File: config.mk
export PLATFORM = sky130hd
export DESIGN_NAME = uart_rx_deserializer
export DESIGN_NICKNAME = d
export VERILOG_FILES = /design/src/rtl/uart_rx_deserializer.sv
export SDC_FILE = /design/constraint.sdc
export NUM_CORES = 1
export LEC_CHECK = 0
export CORE_ASPECT_RATIO = 0.7
export CORE_MARGIN = 3
export CORE_UTILIZATION = 40
export CTS_BUF_LIST = sky130_fd_sc_hd__clkbuf_4 sky130_fd_sc_hd__clkbuf_8
export DETAILED_ROUTE_END_ITERATION = 12
export HOLD_SLACK_MARGIN = 0.1
export PLACE_DENSITY = 0.58
export SLEW_MARGIN = 10
export SYNTH_ARGS = -nofsm -noshare
export SYNTH_HDL_FRONTEND = slang
export SYNTH_SLANG_ARGS = --single-unit
File: constraint.sdc
create_clock -name clk -period 2.66 [get_ports clk]
set_input_delay 0.266 -clock clk [delete_from_list [all_inputs] [get_ports clk]]
set_output_delay 0.266 -clock clk [all_outputs]
set_load 0.02 [all_outputs]
File: src/rtl/uart_rx_deserializer.sv
// UART receive deserializer: 2-FF synchronized line, 16x-style oversampling,
// mid-cell bit sampling, parallel word out with parity and framing status.
`timescale 1ns/1ps
module uart_rx_deserializer #(
  parameter int INPUT_DATA_WIDTH = 8,
  parameter int PARITY_ENABLED   = 1,
  parameter int PARITY_ODD       = 0,
  parameter int OVERSAMPLE       = 16
) (
  input  logic                                       clk,
  input  logic                                       reset,
  input  logic                                       sample_tick,
  input  logic                                       serial_in,
  output logic [INPUT_DATA_WIDTH+PARITY_ENABLED-1:0] o_data,
  output logic                                       o_valid,
  output logic                                       o_parity_err,
  output logic                                       o_frame_err,
  output logic                                       o_busy
);

  localparam int FW = INPUT_DATA_WIDTH + PARITY_ENABLED;
  localparam int CW = $clog2(OVERSAMPLE);
  localparam int BW = $clog2(FW + 1);
  localparam logic [CW-1:0] HALF_TICK = CW'(OVERSAMPLE / 2 - 1);
  localparam logic [CW-1:0] LAST_TICK = CW'(OVERSAMPLE - 1);
  localparam logic [BW-1:0] LAST_BIT  = BW'(FW - 1);
  localparam logic          ODD_BIT   = (PARITY_ODD != 0);

  typedef enum logic [2:0] {IDLE, START, DATA, STOP, BREAK_WAIT} state_t;

  state_t          state, state_n;
  logic [CW-1:0]   tick_cnt, tick_n;
  logic [BW-1:0]   bit_cnt, bit_n;
  logic [FW-1:0]   shift_reg, shift_n;
  logic [FW-1:0]   data_n;
  logic            valid_n, perr_n, ferr_n;
  logic            rx_meta, rx_s;

  assign o_busy = (state != IDLE);

  always_ff @(posedge clk) begin
    if (reset) begin
      rx_meta      <= 1'b1;
      rx_s         <= 1'b1;
      state        <= IDLE;
      tick_cnt     <= '0;
      bit_cnt      <= '0;
      shift_reg    <= '0;
      o_data       <= '0;
      o_valid      <= 1'b0;
      o_parity_err <= 1'b0;
      o_frame_err  <= 1'b0;
    end else begin
      rx_meta      <= serial_in;
      rx_s         <= rx_meta;
      state        <= state_n;
      tick_cnt     <= tick_n;
      bit_cnt      <= bit_n;
      shift_reg    <= shift_n;
      o_data       <= data_n;
      o_valid      <= valid_n;
      o_parity_err <= perr_n;
      o_frame_err  <= ferr_n;
    end
  end

  // Everything holds unless a sample tick arrives; o_valid is a one-clock pulse.
  always_comb begin
    state_n = state;
    tick_n  = tick_cnt;
    bit_n   = bit_cnt;
    shift_n = shift_reg;
    data_n  = o_data;
    perr_n  = o_parity_err;
    ferr_n  = o_frame_err;
    valid_n = 1'b0;
    if (sample_tick) begin
      unique case (state)
        IDLE: begin
          if (!rx_s) begin
            state_n = START;
            tick_n  = '0;
          end
        end
        START: begin
          if (tick_cnt == HALF_TICK) begin
            tick_n  = '0;
            bit_n   = '0;
            state_n = rx_s ? IDLE : DATA;
          end else begin
            tick_n = tick_cnt + 1'b1;
          end
        end
        DATA: begin
          if (tick_cnt == LAST_TICK) begin
            shift_n = {rx_s, shift_reg[FW-1:1]};
            tick_n  = '0;
            bit_n   = bit_cnt + 1'b1;
            if (bit_cnt == LAST_BIT) state_n = STOP;
          end else begin
            tick_n = tick_cnt + 1'b1;
          end
        end
        STOP: begin
          if (tick_cnt == LAST_TICK) begin
            data_n  = shift_reg;
            perr_n  = (PARITY_ENABLED != 0) ? ((^shift_reg) ^ ODD_BIT) : 1'b0;
            ferr_n  = ~rx_s;
            valid_n = 1'b1;
            tick_n  = '0;
            state_n = rx_s ? IDLE : BREAK_WAIT;
          end else begin
            tick_n = tick_cnt + 1'b1;
          end
        end
        BREAK_WAIT: begin
          if (rx_s) state_n = IDLE;
        end
        default: state_n = IDLE;
      endcase
    end
  end

endmodule
Yosys cells after proc, flatten, opt, wreduce, memory -nomap -nowiden
Cells that the tools add are included.
{ "op_classes": {"n_eq_ne": 13, "addsub": 2, "reduce_logical": 12, "n_mux": 17, "bitwise": 3} }
{ "ops": {"columns": ["cell", "n"], "rows": [
  ["two-way mux 3 bit", 7],
  ["two-way mux 4 bit", 5],
  ["case mux 3 bit (5 select lines)", 1],
  ["!= test 2 bit (second input constant)", 6],
  ["case mux 4 bit (3 select lines)", 1],
  ["AND reduction 3 bit", 3],
  ["parity 9 bit", 1],
  ["adder 4 x 1 -> 4 bit (second input constant)", 2],
  ["equality test 4 bit (second input constant)", 2],
  ["case mux 4 bit (2 select lines)", 1],
  ["AND reduction 7 bit", 1],
  ["equality test 3 x 2 -> 1 bit (second input constant)", 2],
  ["nonzero test 3 bit", 2],
  ["equality test 4 x 3 -> 1 bit (second input constant)", 1],
  ["AND reduction 4 bit", 1],
  ["equality test 3 x 1 -> 1 bit (second input constant)", 1],
  ["equality test 3 bit (second input constant)", 1],
  ["logical NOT 3 bit", 1],
  ["NOT 1 bit", 3],
  ["OR reduction 3 bit", 1],
  ["two-way mux 2 bit", 1],
  ["nonzero test 2 bit", 1],
  ["OR reduction 2 bit", 1],
  ["two-way mux 1 bit", 1]
]} }
{ "totals": {"word_cells": 57, "out_inout_bits": 13, "reg_bits": 34} }

Depth between registers and ports, before layout
{ "logic_depth": {"depth_word": 4, "mapped_depth": 6} }

Worst setup path before layout
OpenSTA, ideal clock, no wires.
{ "synth_timing": {"kind": "flip-flop to flip-flop", "start": "register tick_cnt[0]", "end": "register o_parity_err", "setup_time_ns": 0.062, "arrival_ns": 1.574, "path_buffers": 0, "t_required_ns": 2.598, "stages_incl_launch_ff": 6, "synth_period_minus_slack_ns": 1.636, "setup_slack_ns": 1.024, "path_cell_list": "dfxtp_1 > ha_1 > and4b_1 > nand4_2 > or4_1 > nand3_1"} }
{ "synth_via": {"elab_chain_cells": 2} }
{ "synth_lines": {"columns": ["item", "line_no", "source"], "rows": [
  ["start: declaration", "32", "logic [CW-1:0] tick_cnt, tick_n;"],
  ["start signal: assignment", "57", "tick_cnt <= tick_n;"],
  ["equality test 4 bit", "105", "if (tick_cnt == LAST_TICK) begin"],
  ["AND reduction 3 bit (no line)", null, null],
  ["end signal: assignment", "62", "o_parity_err <= perr_n;"],
  ["end: declaration", "16", "output logic o_parity_err,"]
]} }
No other way between the ends.
A chain may end at the register's enable or synchronous reset.

Worst setup path in the final report
{ "layout_timing": {"start": "register tick_cnt[1]", "end": "register o_parity_err"} }
The elaborated chain is that of the path after synthesis.

==> impl_metrics.toml <==
[setup_path]
crit_path_start_kind = "flip-flop"
slowest_stage = "or4_1"
path_cells = "ha_1 -> and4b_1 -> nand4_2 -> or4_1 -> nand3_1"
r2r-end = "o_parity_err"
crit_type = "flip-flop to flip-flop"
required_ps = 2880
crit_path_max_fanout = 9
critical_path_buf_inv_count = 0
r2r_start = "tick_cnt[1]"
cpPeakStageDelay_ps = 590
arrival_ps = 2190
r2r_slack_ps = 690
endpoint_kind = "flip-flop"
ff2ff_path_depth = 5
cp_top_family = "simple AND/OR/NAND/NOR gates"

[place]
hpwlAfterDp_mm = 2.18
gp_congestion = 0.722
port_buffers = 16

[timing]
rsz0062_at_grt = "no"
setup_tns_ps = 0
fin_skew_ps = 6.31
hold_viol_final = 0
finalSetupViolations = 0
period_share_pct = 74.2
worst_pin_slew_ps = 452
finalMaxSlewViolations = 0
clock.fmax_mhz = 507
fin_crit_ps = 1970
max_slew_margin_pct = 69.9

[logic_synthesis]
synth_seq_cells = 34
synth_area_per_cell_sq_um = 8.77
yosysSeqAreaShare_pct = 44.3
yosysMostFrequentCell = "dfxtp_1"
synth-simple-area-share_pct = 27.1
muxShareOfSynthArea_pct = 5.87
synth.top_cells.by_count = "34 x dfxtp_1, 26 x nand2_1, 17 x a21oi_1, 16 x nor2_1, 9 x mux2i_1"
synth-edff-count = 0
synthDistinctLibCells = 38
synthCells = 175
synthAdderAreaFrac_pct = 2.44
synth_xor_xnor_area_share_pct = 4.89
syn_area_sq_um = 1540
ys.flop_type = "dfxtp_1"
synth_warnings = 0
async_flop_share_pct = 0
syn_nets = 182
netlist.area_leader.share_pct = 44.3
synthTopCellsByArea = "dfxtp_1 44%, nand2_1 6.4%, mux2i_1 5.9%"
synth_top_family_by_area = "simple AND/OR/NAND/NOR gates"
synth_compound_area_share_pct = 11.7
yosysTopAreaCell = "dfxtp_1"

[cts]
postCtsSetupRepairBufs = 0
numCtsBuffers = 5
cts.clk_slew.worst_paths_ps = 60
root_buffer = "clkbuf_8"
clock_latency_ps = 280
cts_hold_buffers = 0
cts.path.max_buffers = 2
cts_resized = 0
cts_sinks = 34
h-tree-depth = 2
tritoncts = "built"

[detailed_routing]
wl_per_cell_microns = 13.0
dr.pass1.iters = 4
drcViolationCount = 0
drt-total-wl_mm = 3.12
vias = 1234
final_antenna_net_count = 0
drt_iter0_drc = 91
routed_via_density = 5.12

[flow_run]
maxCapViolCount = 0

[die]
die_area_sq_um = 4630
initial_utilization_pct = 42.6
core_sq_um = 3600
die_h_microns = 57.8
rows = 18
io-pin-count = 17
die_w_microns = 80.0

[hold_path]
hp-start = "rx_meta"
hp-class = "flip-flop to flip-flop"
min_path_cells = 1
holdPathEnd = "rx_s"

[global_route]
grt_overflow = 0
grt_pass1_wl_mm = 5.46
grt_max_degree = 20
use_met3_pct = 4.81
grt_util_met1_pct = 22.5
grtUsageTotal_pct = 15.2
busiest_layer = "met1"
grtUsageMet2_pct = 20.5
antenna_found_initial = 0
grt_pass1_vias = 1150

[power_and_ir_drop]
power_density_nw_per_um2 = 552
peakVddDrop_uv = 298
p_leak_nw = 0.704

[status]
status = "finished, final reports clean"

[cells_and_area]
fin_nets = 198
fillers = 343
drive_above_1_share_pct = 7.33
final_util_pct = 51.2
area_delta_synth_final_pct = 20.2
n_antenna_cell = 0
per-layer routing:
| metal | share of wire (%) | up-vias |
|---|---|---|
| met5 | 0 | - |
| met4 | 1.1 | 0 |
| met3 | 3.5 | 6 |
| met2 | 42 | 16 |
| met1 | 53 | 573 |
| li1 | - | 639 |
layout make-up:
class	instances	area (sq um)	area share [%]
multi-input cells	129	800	43.3
flip-flops and latches	34	681	36.9
repair buffers	19	183	9.90
clock buffers	6	82.6	4.47
well taps	50	62.6	3.39
clock inverters	1	30.0	1.63
inverters	2	7.51	0.407
logic make-up (layout without fill, tap and decap cells):
group | Yosys count | after routing
XOR/XNOR | 7 | 7
flip-flops | 34 | 34
adder cells (fa/ha/maj) | 3 | 3
AND/OR/NAND/NOR | 79 | 79
buffers and inverters | 12 | 28
AO/OA/AOI/OAI | 31 | 31
multiplexers | 9 | 9
through the flow:
step           hold slack [ps]  power [mW]  cells  cell area [sq um]  setup slack (ps)
2_1_floorplan              370       0.541    175               1540              1020
3_3_place_gp               393       0.552    234               1730               583
3_5_place_dp               397       0.553    234               1730               494
4_1_cts                    415        1.03    241               1850               680
5_1_grt                    438        1.05    241               1850               485
6_report                   412        1.02    241               1850               687
report_power, final:
part | total [mW] | internal [mW] | leakage, nW | switching, mW
Combinational | 0.0275 | 0.0118 | 0.373 | 0.0157
Clock | 0.477 | 0.299 | 0.0573 | 0.178
Sequential | 0.514 | 0.511 | 0.274 | 0.00261
placed cells by master, fill, tap and decap left out, drive strengths merged:
| cell | synthesis | layout |
|---|---|---|
| mux2i | 9 | 9 |
| or2 | 4 | 4 |
| buf | 6 | 3 |
| nand4b | 1 | 1 |
| clkbuf | 4 | 6 |
| nand4 | 1 | 1 |
| xnor3 | 1 | 1 |
| or3b | 1 | 1 |
| dfxtp | 34 | 34 |
| clkdlybuf4s50 | 0 | 16 |
| nor2 | 16 | 16 |
| o22ai | 1 | 1 |
| a21oi | 17 | 17 |
| bufinv | 0 | 1 |
| nand3 | 6 | 6 |
| inv | 2 | 2 |
| nor3b | 2 | 2 |
| a211oi | 1 | 1 |
| nand2b | 4 | 4 |
| a31oi | 5 | 5 |
| a21boi | 1 | 1 |
| xor2 | 1 | 1 |
| nand3b | 6 | 6 |
| nand2 | 26 | 26 |
| and3 | 2 | 2 |
| o21ai | 1 | 1 |
| ha | 3 | 3 |
| or4 | 2 | 2 |
| nor2b | 2 | 2 |
| and4b | 1 | 1 |
| or3 | 2 | 2 |
| o21a | 1 | 1 |
| xnor2 | 5 | 5 |
| a21o | 2 | 2 |
| or4bb | 1 | 1 |
| a22oi | 2 | 2 |
| nor3 | 2 | 2 |
how the worst max path moves through the flow:
stage | startpoint | cells past startpoint | to
floorplan | tick_cnt[0] | 5 | o_parity_err
global placement | sample_tick | 5 | o_parity_err
detailed placement | sample_tick | 5 | o_parity_err
CTS | tick_cnt[0] | 5 | o_parity_err
global route | state[1] | 4 | bit_cnt[2]
finish | tick_cnt[1] | 5 | o_parity_err
Note: power is estimated with default switching activity, not from simulation.
